===== src/rtl/nx_node_control_inputs_pkg.sv =====
// Node message types shared by the node-control receive and transmit paths.
package nx_node_control_inputs_pkg;

    localparam int unsigned MSG_WIDTH   = 32;
    localparam int unsigned IOR_WIDTH   = 8;
    localparam int unsigned INPUT_WIDTH = 8;
    localparam int unsigned PAD_WIDTH   = 12;

    typedef enum logic [1:0] {
        NODE_COMMAND_SIG_STATE = 2'd0,
        NODE_COMMAND_MEMORY    = 2'd1,
        NODE_COMMAND_CONTROL   = 2'd2,
        NODE_COMMAND_TRACE     = 2'd3
    } node_command_t;

    typedef struct packed {
        logic [3:0]    row;
        logic [3:0]    column;
        node_command_t command;
    } node_header_t;

    typedef struct packed {
        node_header_t header;
        logic [21:0]  payload;
    } node_message_t;

    typedef struct packed {
        node_header_t           header;
        logic [INPUT_WIDTH-1:0] index;
        logic                   is_seq;
        logic                   state;
        logic [PAD_WIDTH-1:0]   padding;
    } node_sig_state_t;

endpackage


===== src/rtl/nx_node_control_inputs.sv =====
// Receive side of the node signal-state protocol: maintains the current
// (core-visible) and next (sequential) input vectors.
module nx_node_control_inputs
    import nx_node_control_inputs_pkg::*;
#(
    parameter int unsigned INPUTS = 32
) (
    input  logic                 clk_i,
    input  logic                 rst_i,
    output logic                 idle_o,
    input  node_message_t        msg_data_i,
    input  logic                 msg_valid_i,
    output logic                 msg_ready_o,
    input  logic [IOR_WIDTH-1:0] loopback_index_i,
    input  logic                 loopback_state_i,
    input  logic                 loopback_valid_i,
    input  logic                 trigger_i,
    output logic [INPUTS-1:0]    core_inputs_o,
    output logic                 core_update_o
);

    localparam int unsigned IDX_W = (INPUTS > 1) ? $clog2(INPUTS) : 1;

    node_sig_state_t   sig;
    logic              msg_fire;
    logic              upd_valid;
    logic [IDX_W-1:0]  upd_idx;
    logic              upd_val;
    logic              upd_seq;
    logic [INPUTS-1:0] curr_q;
    logic [INPUTS-1:0] next_q;
    logic [INPUTS-1:0] curr_w;
    logic [INPUTS-1:0] curr_d;
    logic [INPUTS-1:0] next_d;
    logic              update_q;
    logic              unused_fields;

    assign sig           = node_sig_state_t'(msg_data_i);
    assign unused_fields = ^{sig.header.row, sig.header.column, sig.padding};

    // Loopback has absolute priority and stalls the message path.
    assign msg_ready_o = !rst_i && !loopback_valid_i;
    assign msg_fire    = msg_valid_i && msg_ready_o;

    // Select the single update for this cycle.
    always_comb begin
        upd_valid = 1'b0;
        upd_idx   = '0;
        upd_val   = 1'b0;
        upd_seq   = 1'b0;
        if (loopback_valid_i) begin
            upd_valid = 32'(loopback_index_i) < INPUTS;
            upd_idx   = IDX_W'(loopback_index_i);
            upd_val   = loopback_state_i;
            upd_seq   = 1'b1;
        end else if (msg_fire) begin
            upd_valid = (sig.header.command == NODE_COMMAND_SIG_STATE) &&
                        (32'(sig.index) < INPUTS);
            upd_idx   = IDX_W'(sig.index);
            upd_val   = sig.state;
            upd_seq   = sig.is_seq;
        end
    end

    // Apply the update to next first so a same-cycle trigger promotes it.
    always_comb begin
        next_d = next_q;
        curr_w = curr_q;
        if (upd_valid) begin
            next_d[upd_idx] = upd_val;
            if (!upd_seq) begin
                curr_w[upd_idx] = upd_val;
            end
        end
        curr_d = trigger_i ? next_d : curr_w;
    end

    always_ff @(posedge clk_i or posedge rst_i) begin
        if (rst_i) begin
            curr_q   <= '0;
            next_q   <= '0;
            update_q <= 1'b0;
        end else begin
            curr_q   <= curr_d;
            next_q   <= next_d;
            update_q <= (curr_d != curr_q);
        end
    end

    assign core_inputs_o = curr_q;
    assign core_update_o = update_q;
    assign idle_o        = !(msg_valid_i || loopback_valid_i || update_q);

endmodule


===== config.mk =====
export PLATFORM = sky130hd
export DESIGN_NAME = nx_node_control_inputs
export DESIGN_NICKNAME = d
export VERILOG_FILES = /design/src/rtl/nx_node_control_inputs_pkg.sv /design/src/rtl/nx_node_control_inputs.sv
export SDC_FILE = /design/constraint.sdc
export NUM_CORES = 1
export LEC_CHECK = 0
export ABC_CLOCK_PERIOD_IN_PS = 1950
export CAP_MARGIN = 20
export CORE_MARGIN = 2
export CORE_UTILIZATION = 30
export CTS_BUF_LIST = sky130_fd_sc_hd__clkbuf_4
export CTS_CLUSTER_DIAMETER = 60
export DETAILED_ROUTE_END_ITERATION = 10
export GPL_TIMING_DRIVEN = 0
export PLACE_DENSITY = 0.54
export SLEW_MARGIN = 10
export SYNTH_ARGS = -nofsm -noshare
export SYNTH_HDL_FRONTEND = slang
export SYNTH_SLANG_ARGS = --single-unit

===== constraint.sdc =====
create_clock -name clk_i -period 1.95 [get_ports clk_i]
set_input_delay 0.195 -clock clk_i [delete_from_list [all_inputs] [get_ports clk_i]]
set_output_delay 0.195 -clock clk_i [all_outputs]
set_load 0.1 [all_outputs]

* Word-level counts from Yosys, hierarchy flattened *
Cells that the tools add are included.

word-level totals
  bits in registers = 65
  input port bits = 46
  output and inout bits = 35
  word-level logic and storage cells = 34

cells by class
  order comparisons = 4
  equal/unequal tests = 1
  multiplexer cells = 16
  reduce and logical (&&, ||, !) cells = 10

operator list
  kind                                                                    number
  32-bit 2-to-1 mux                                                       4
  32-bit bitwise mux                                                      2
  32-bit inequality test                                                  1
  8-bit by 6-bit < comparator with 1-bit output (second input constant)   2
  5-bit 2-to-1 mux                                                        2
  1-bit 2-to-1 mux                                                        7
  5-bit by 6-bit < comparator with 1-bit output (second input constant)   1
  1-bit demux with 5-bit select                                           1
  5-bit by 1-bit >= comparator with 1-bit output (second input constant)  1
  1-bit logical AND                                                       4
  1-bit zero test                                                         3
  2-bit zero test                                                         1
  1-bit logical OR                                                        2

* Longest topological paths before layout *
  word-level depth = 14
  depth in mapped cells = 14
  gate-level depth less buffers = 9

* Worst setup path before layout *
No wires, ideal clock.

  path kind = input -> register
  start = in loopback_valid_i
  end = reg update_q (netlist: core_update_o)
  library setup time = 0.138 ns
  data arrival time = 3.049 ns
  data required time = 1.812 ns
  setup slack = -1.238 ns
  stages = 11
  path buffers = 2
  cell sequence = buf_6 -> or4_4 -> o21a_1 -> buf_6 -> nor4_1 -> mux2_2 -> a211o_1 -> xor2_1 -> nor4_1 -> nand4_1 -> or4_1

between the ends
  elaborated cells between the ends (all ways) = 23
  classes of those cells = order compare: 2; eq/ne: 1; mux: 16; reduce/logical: 4

RTL lines
  element                                                                                                                                       line                          text
  start, declared                                                                                                                               nx_node_control_inputs.sv:16  input logic loopback_valid_i,
  1-bit zero test                                                                                                                               nx_node_control_inputs.sv:42  assign msg_ready_o = !rst_i && !loopback_valid_i;
  1-bit logical AND                                                                                                                             nx_node_control_inputs.sv:42
  1-bit logical AND                                                                                                                             nx_node_control_inputs.sv:43  assign msg_fire = msg_valid_i && msg_ready_o;
  5-bit 2-to-1 mux                                                                                                                              nx_node_control_inputs.sv:56  end else if (msg_fire) begin
  5-bit 2-to-1 mux                                                                                                                              nx_node_control_inputs.sv:51  if (loopback_valid_i) begin
  5-bit by 6-bit < comparator with 1-bit output (not written as such) / 5-bit by 1-bit >= comparator with 1-bit output (equally long branches)  nx_node_control_inputs.sv:70  next_d[upd_idx] = upd_val;
  1-bit logical AND (not written as such)                                                                                                       nx_node_control_inputs.sv:70
  1-bit 2-to-1 mux (not written as such)                                                                                                        nx_node_control_inputs.sv:70
  1-bit demux with 5-bit select                                                                                                                 nx_node_control_inputs.sv:70
  32-bit bitwise mux                                                                                                                            nx_node_control_inputs.sv:70
  32-bit 2-to-1 mux *                                                                                                                           nx_node_control_inputs.sv:69  if (upd_valid) begin
  net next_d[10]                                                                                                                                nx_node_control_inputs.sv:34  logic [INPUTS-1:0] next_d;
  32-bit 2-to-1 mux *                                                                                                                           nx_node_control_inputs.sv:75  curr_d = trigger_i ? next_d : curr_w;
  net curr_d[10]                                                                                                                                nx_node_control_inputs.sv:33  logic [INPUTS-1:0] curr_d;
  32-bit inequality test *                                                                                                                      nx_node_control_inputs.sv:86  update_q <= (curr_d != curr_q);
  end signal, assigned                                                                                                                          nx_node_control_inputs.sv:86
  end, declared                                                                                                                                 nx_node_control_inputs.sv:35  logic update_q;

Mark *: on every way through the listed nets, which the timed path passes. The rest lies on a longest branch.

* Worst setup path in the final report *
  start = in msg_data_i[19] in the netlist's numbering
  end = reg update_q (netlist: core_update_o)

between the ends
  word-level cells in the longest chain between the ends = 7
  elaborated cells between the ends (all ways) = 8
  classes of those cells = order compare: 1; eq/ne: 1; mux: 5; reduce/logical: 1

RTL lines
  element                                          line                          text
  start, declared                                  nx_node_control_inputs.sv:11  input node_message_t msg_data_i,
  8-bit by 6-bit < comparator with 1-bit output *  nx_node_control_inputs.sv:58  (32'(sig.index) < INPUTS);
  1-bit logical AND *                              nx_node_control_inputs.sv:57  upd_valid = (sig.header.command == NODE_COMMAND_SIG_STATE) &&
  1-bit 2-to-1 mux *                               nx_node_control_inputs.sv:56
  1-bit 2-to-1 mux *                               nx_node_control_inputs.sv:51
  32-bit 2-to-1 mux                                nx_node_control_inputs.sv:69
  32-bit 2-to-1 mux *                              nx_node_control_inputs.sv:75
  32-bit inequality test *                         nx_node_control_inputs.sv:86

Every way passes the cells marked *; elsewhere a longest branch is shown, timed or not.

==> impl_metrics.prom <==
# TYPE chip_impl_metric gauge
chip_impl_metric{name="number_of_vias_in_the_routed_layout",unit=""} 5246
chip_impl_metric{name="rows",unit=""} 44
chip_impl_metric{name="vias_per_cell",unit=""} 6.13
chip_impl_metric{name="numCtsBuffers",unit=""} 9
chip_impl_metric{name="yosys.area_share.xor_xnor",unit=""} 0.0313
chip_impl_info{name="synth_top_family_by_area",value="compound AO/OA/AOI/OAI gates"} 1
chip_impl_metric{name="coreArea",unit="mm^2"} 0.0145
chip_impl_metric{name="fp.dieH",unit="um"} 126
chip_impl_metric{name="crit_path_max_incr_delay",unit="ps"} 570
chip_impl_metric{name="ys_types",unit=""} 81
chip_impl_metric{name="clock_insertion_delay_at_the_later_pin_of_the_skew_report",unit="ps"} 470
chip_impl_metric{name="max_cap_check_violation_count",unit=""} 0
chip_impl_metric{name="globalRoute.totalOverflow",unit=""} 0
chip_impl_metric{name="synth_fp_nets",unit=""} 568
chip_impl_metric{name="syn-instance-count",unit=""} 522
chip_impl_metric{name="synth-edff-count",unit=""} 0
chip_impl_metric{name="worst_slew_pin_slew",unit="ps"} 962
chip_impl_info{name="ws_path_type",value="in -> reg"} 1
chip_impl_info{name="failing_checks",value="setup timing"} 1
chip_impl_metric{name="grt_first_pass_wirelength",unit="um"} 31300
chip_impl_metric{name="antenna_violating_nets_post_route",unit=""} 0
chip_impl_metric{name="areaGrowthSynthToFinish",unit="%"} 52.6
chip_impl_metric{name="port-buffer-count",unit=""} 59
chip_impl_metric{name="cts-htree-levels",unit=""} 3
chip_impl_info{name="mostFrequentLayoutCells",value="sky130_fd_sc_hd__buf_4, sky130_fd_sc_hd__dfrtp_1, sky130_fd_sc_hd__nand2_1, sky130_fd_sc_hd__clkdlybuf4s15_2, sky130_fd_sc_hd__o21ai_0"} 1
chip_impl_metric{name="yosysTopAreaCellShare",unit=""} 0.364
chip_impl_metric{name="postSynthRegisterBits",unit=""} 65
chip_impl_metric{name="synth.avg_cell_area",unit="um^2"} 8.57
chip_impl_metric{name="slew_viol_final",unit=""} 0
chip_impl_metric{name="ir_worst_vdd",unit="V"} 0.000258
chip_impl_metric{name="totalWireLength",unit="um"} 21500
chip_impl_info{name="synth_ff_type",value="sky130_fd_sc_hd__dfrtp_1"} 1
chip_impl_metric{name="grt_start_max_net_pins",unit=""} 37
chip_impl_metric{name="post-route-min-period",unit="ps"} 2910
chip_impl_metric{name="yosysWarnings",unit=""} 0
chip_impl_info{name="cts_root_buf",value="sky130_fd_sc_hd__clkbuf_4"} 1
chip_impl_metric{name="dpl.cell_count",unit=""} 766
chip_impl_metric{name="dr.first_iter.drc_count",unit=""} 607
chip_impl_metric{name="syn-cell-area",unit="mm^2"} 0.00447
chip_impl_metric{name="wl_per_cell",unit="um"} 25.1
chip_impl_info{name="unrepaired_setup_endpoints_after_global_routing",value="yes"} 1
chip_impl_metric{name="slew_headroom",unit=""} 0.361
chip_impl_metric{name="global_route_usage_over_all_layers",unit=""} 0.262
chip_impl_metric{name="finalClockSkew",unit="ps"} 15.8
chip_impl_info{name="worstHoldPathType",value="in -> reg"} 1
chip_impl_metric{name="synth.area.mux_share",unit=""} 0.0456
chip_impl_metric{name="ctsLongestPathBuffers",unit=""} 2
chip_impl_metric{name="hold_viol_final",unit=""} 0
chip_impl_metric{name="cellLeakagePower",unit="nW"} 2.94
chip_impl_metric{name="finish.net_count",unit=""} 713
chip_impl_info{name="cts_tree",value="yes"} 1
chip_impl_metric{name="chipWidth",unit="um"} 126
chip_impl_metric{name="gpl.final_weighted_congestion",unit=""} 0.963
chip_impl_info{name="run_status",value="finished, violations left"} 1
chip_impl_info{name="worst_setup_path_end_kind",value="flip-flop"} 1
chip_impl_metric{name="clock_sink_count",unit=""} 65
chip_impl_info{name="cp_max_stage_cell",value="sky130_fd_sc_hd__or4b_4"} 1
chip_impl_metric{name="drive_above_1_share",unit=""} 0.391
chip_impl_metric{name="finalNonFillerCells",unit=""} 856
chip_impl_info{name="worst_path_dominant_cell_family",value="simple AND/OR/NAND/NOR gates"} 1
chip_impl_metric{name="ys_seq_area_frac",unit=""} 0.364
chip_impl_metric{name="asyncSetResetFlopFracSynth",unit=""} 1.00
chip_impl_info{name="synth.largest_area_cell",value="sky130_fd_sc_hd__dfrtp_1"} 1
chip_impl_metric{name="setup_slack",unit="ps"} -962
chip_impl_info{name="cell_by_cell_listing_of_the_critical_path",value="buf_6 > or4b_4 > o21a_1 > buf_12 > buf_4 > o22ai_4 > buf_4 > nand4_1 > o2111a_1 > a31o_2 > nor4_2 > nand4_1 > or4_1"} 1
chip_impl_metric{name="final-setup-viol-count",unit=""} 4
chip_impl_metric{name="timing.critical_path.fanout_max",unit=""} 6
chip_impl_metric{name="post-route-period-util",unit=""} 1.49
chip_impl_metric{name="route.detailed.drc",unit=""} 0
chip_impl_metric{name="grt_antenna_before_repair",unit=""} 0
chip_impl_metric{name="cp.required",unit="ps"} 2300
chip_impl_metric{name="worstPathBufferInverterCount",unit=""} 4
chip_impl_metric{name="design.die.area",unit="mm^2"} 0.0159
chip_impl_metric{name="antenna_cells_inserted",unit=""} 0
chip_impl_metric{name="timing.fmax",unit="MHz"} 343
chip_impl_metric{name="cts.clk_slew.worst_paths",unit="ps"} 130
chip_impl_info{name="timing.critical_path.from_type",value="input pin"} 1
chip_impl_metric{name="place.detailed.hpwl",unit="um"} 14200
chip_impl_metric{name="postPlaceCellArea",unit="mm^2"} 0.00543
chip_impl_metric{name="synth_simple_gate_area_share",unit=""} 0.249
chip_impl_metric{name="power.density_cell_area",unit="mW/mm^2"} 577
chip_impl_metric{name="synth-compound-area-share",unit=""} 0.258
chip_impl_metric{name="arrival_time_of_the_worst_setup_path",unit="ps"} 3260
chip_impl_metric{name="start_util",unit=""} 0.308
chip_impl_metric{name="drt_first_pass_iters",unit=""} 5
chip_impl_metric{name="layout.cell_area.non_filler",unit="mm^2"} 0.00682
chip_impl_metric{name="io-pin-count",unit=""} 81
chip_impl_info{name="synthTopCellsByArea",value="sky130_fd_sc_hd__dfrtp_1, sky130_fd_sc_hd__nand2_1, sky130_fd_sc_hd__o21ai_0"} 1
chip_impl_metric{name="first_global_vias",unit=""} 5066
chip_impl_metric{name="synth-adder-area-share",unit=""} 0
## sequential cells by signal (all words and copies together), names as in the netlist
| register | count |
|---|---|
| core_inputs_o | 32 |
| next_q | 32 |
| core_update_o | 1 |
## what timing repair did
action                                 CTS  global route
buffers inserted                        61            14
endpoints found under the hold margin    0             2
gates cloned                             2             0
setup endpoints to repair               99            46
gates resized for setup                248            59
pin swaps                               45            11
hold buffers                             0             1
## kinds of logic after synthesis
group,after synthesis
AO/OA/AOI/OAI,158
XOR/XNOR,16
buffers and inverters,56
flip-flops,65
multiplexers,19
AND/OR/NAND/NOR,208
## synth_stat cells, drive strengths merged (4+ instances only)
| master | count |
|---|---|
| nand4 | 9 |
| mux2 | 8 |
| a22o | 4 |
| buf | 10 |
| and2 | 9 |
| o21ai | 30 |
| o211ai | 9 |
| clkbuf | 21 |
| nand4bb | 5 |
| dfrtp | 65 |
| or4 | 5 |
| a31oi | 6 |
| a211o | 5 |
| nor3 | 27 |
| a311oi | 7 |
| nand3 | 17 |
| a211oi | 9 |
| nand2b | 4 |
| xnor2 | 12 |
| xor2 | 4 |
| o21bai | 4 |
| nor4 | 12 |
| mux2i | 11 |
| a21o | 10 |
| o2111ai | 4 |
| o22ai | 5 |
| nor2 | 36 |
| inv | 25 |
| a21oi | 25 |
| nand2 | 66 |
## routing by layer
metal | up-vias | part of all wire | track usage | routed length, um
li1 | 2260 | - | - | -
met1 | 2596 | 0.42 | 0.346 | 8990
met2 | 316 | 0.45 | 0.397 | 9680
met3 | 74 | 0.088 | 0.0680 | 1890
met4 | 0 | 0.042 | 0.132 | 908
met5 | - | 0 | 0 | 0
## final timing paths
path / start / end / slack (ps) / cells past startpoint
max in group asynchronous: rst_i / core_inputs_o[19] / 740 / 5
hold / removal: msg_valid_i / core_inputs_o[2] / 470 / 6
setup / recovery: msg_data_i[19] / core_update_o / -960 / 13
setup reg to reg: core_inputs_o[28] / core_update_o / -560 / 7
min in group asynchronous: rst_i / next_q[6] / 570 / 4
hold reg to reg: next_q[23] / next_q[23] / 500 / 2
## area by class of cell
cell class	count	area, um^2
repair buffers	137	1280
multi-input cells	401	3170
clock buffers	9	67.6
clock inverters	7	93.8
inverters	25	97.6
plain buffers	28	250
well taps	184	230
flip-flops and latches	65	1630
fillers	1407	7710
## worst min-delay path, stage by stage
cell and delay (ps):
sky130_fd_sc_hd__buf_6 110, sky130_fd_sc_hd__buf_6 120, sky130_fd_sc_hd__nand2b_1 120, sky130_fd_sc_hd__nor3_2 120
sky130_fd_sc_hd__nand3_1 100, sky130_fd_sc_hd__o211ai_1 120
## metrics by stage
stage	setup TNS (ps)	utilization	power (mW)	setup slack (ps)	hold slack, ps
after floorplan	-2130	-	2.24	-984	442
after global placement	-77610	0.372	2.60	-2440	474
after detailed placement	-70120	0.374	2.61	-2430	475
after CTS	-1510	0.455	3.88	-907	2.29
after global routing	-1230	0.470	4.07	-1030	460
final	-1090	0.470	3.94	-962	471
## report_power, final
group | switching, mW | leakage (nW) | internal, mW
logic | 0.878 | 1.97 | 0.448
clock network | 0.605 | 0.0839 | 0.518
registers | 0.0708 | 0.886 | 1.42
total | 1.55 | 2.94 | 2.39
No activity file was read; power rests on OpenSTA's default activity.
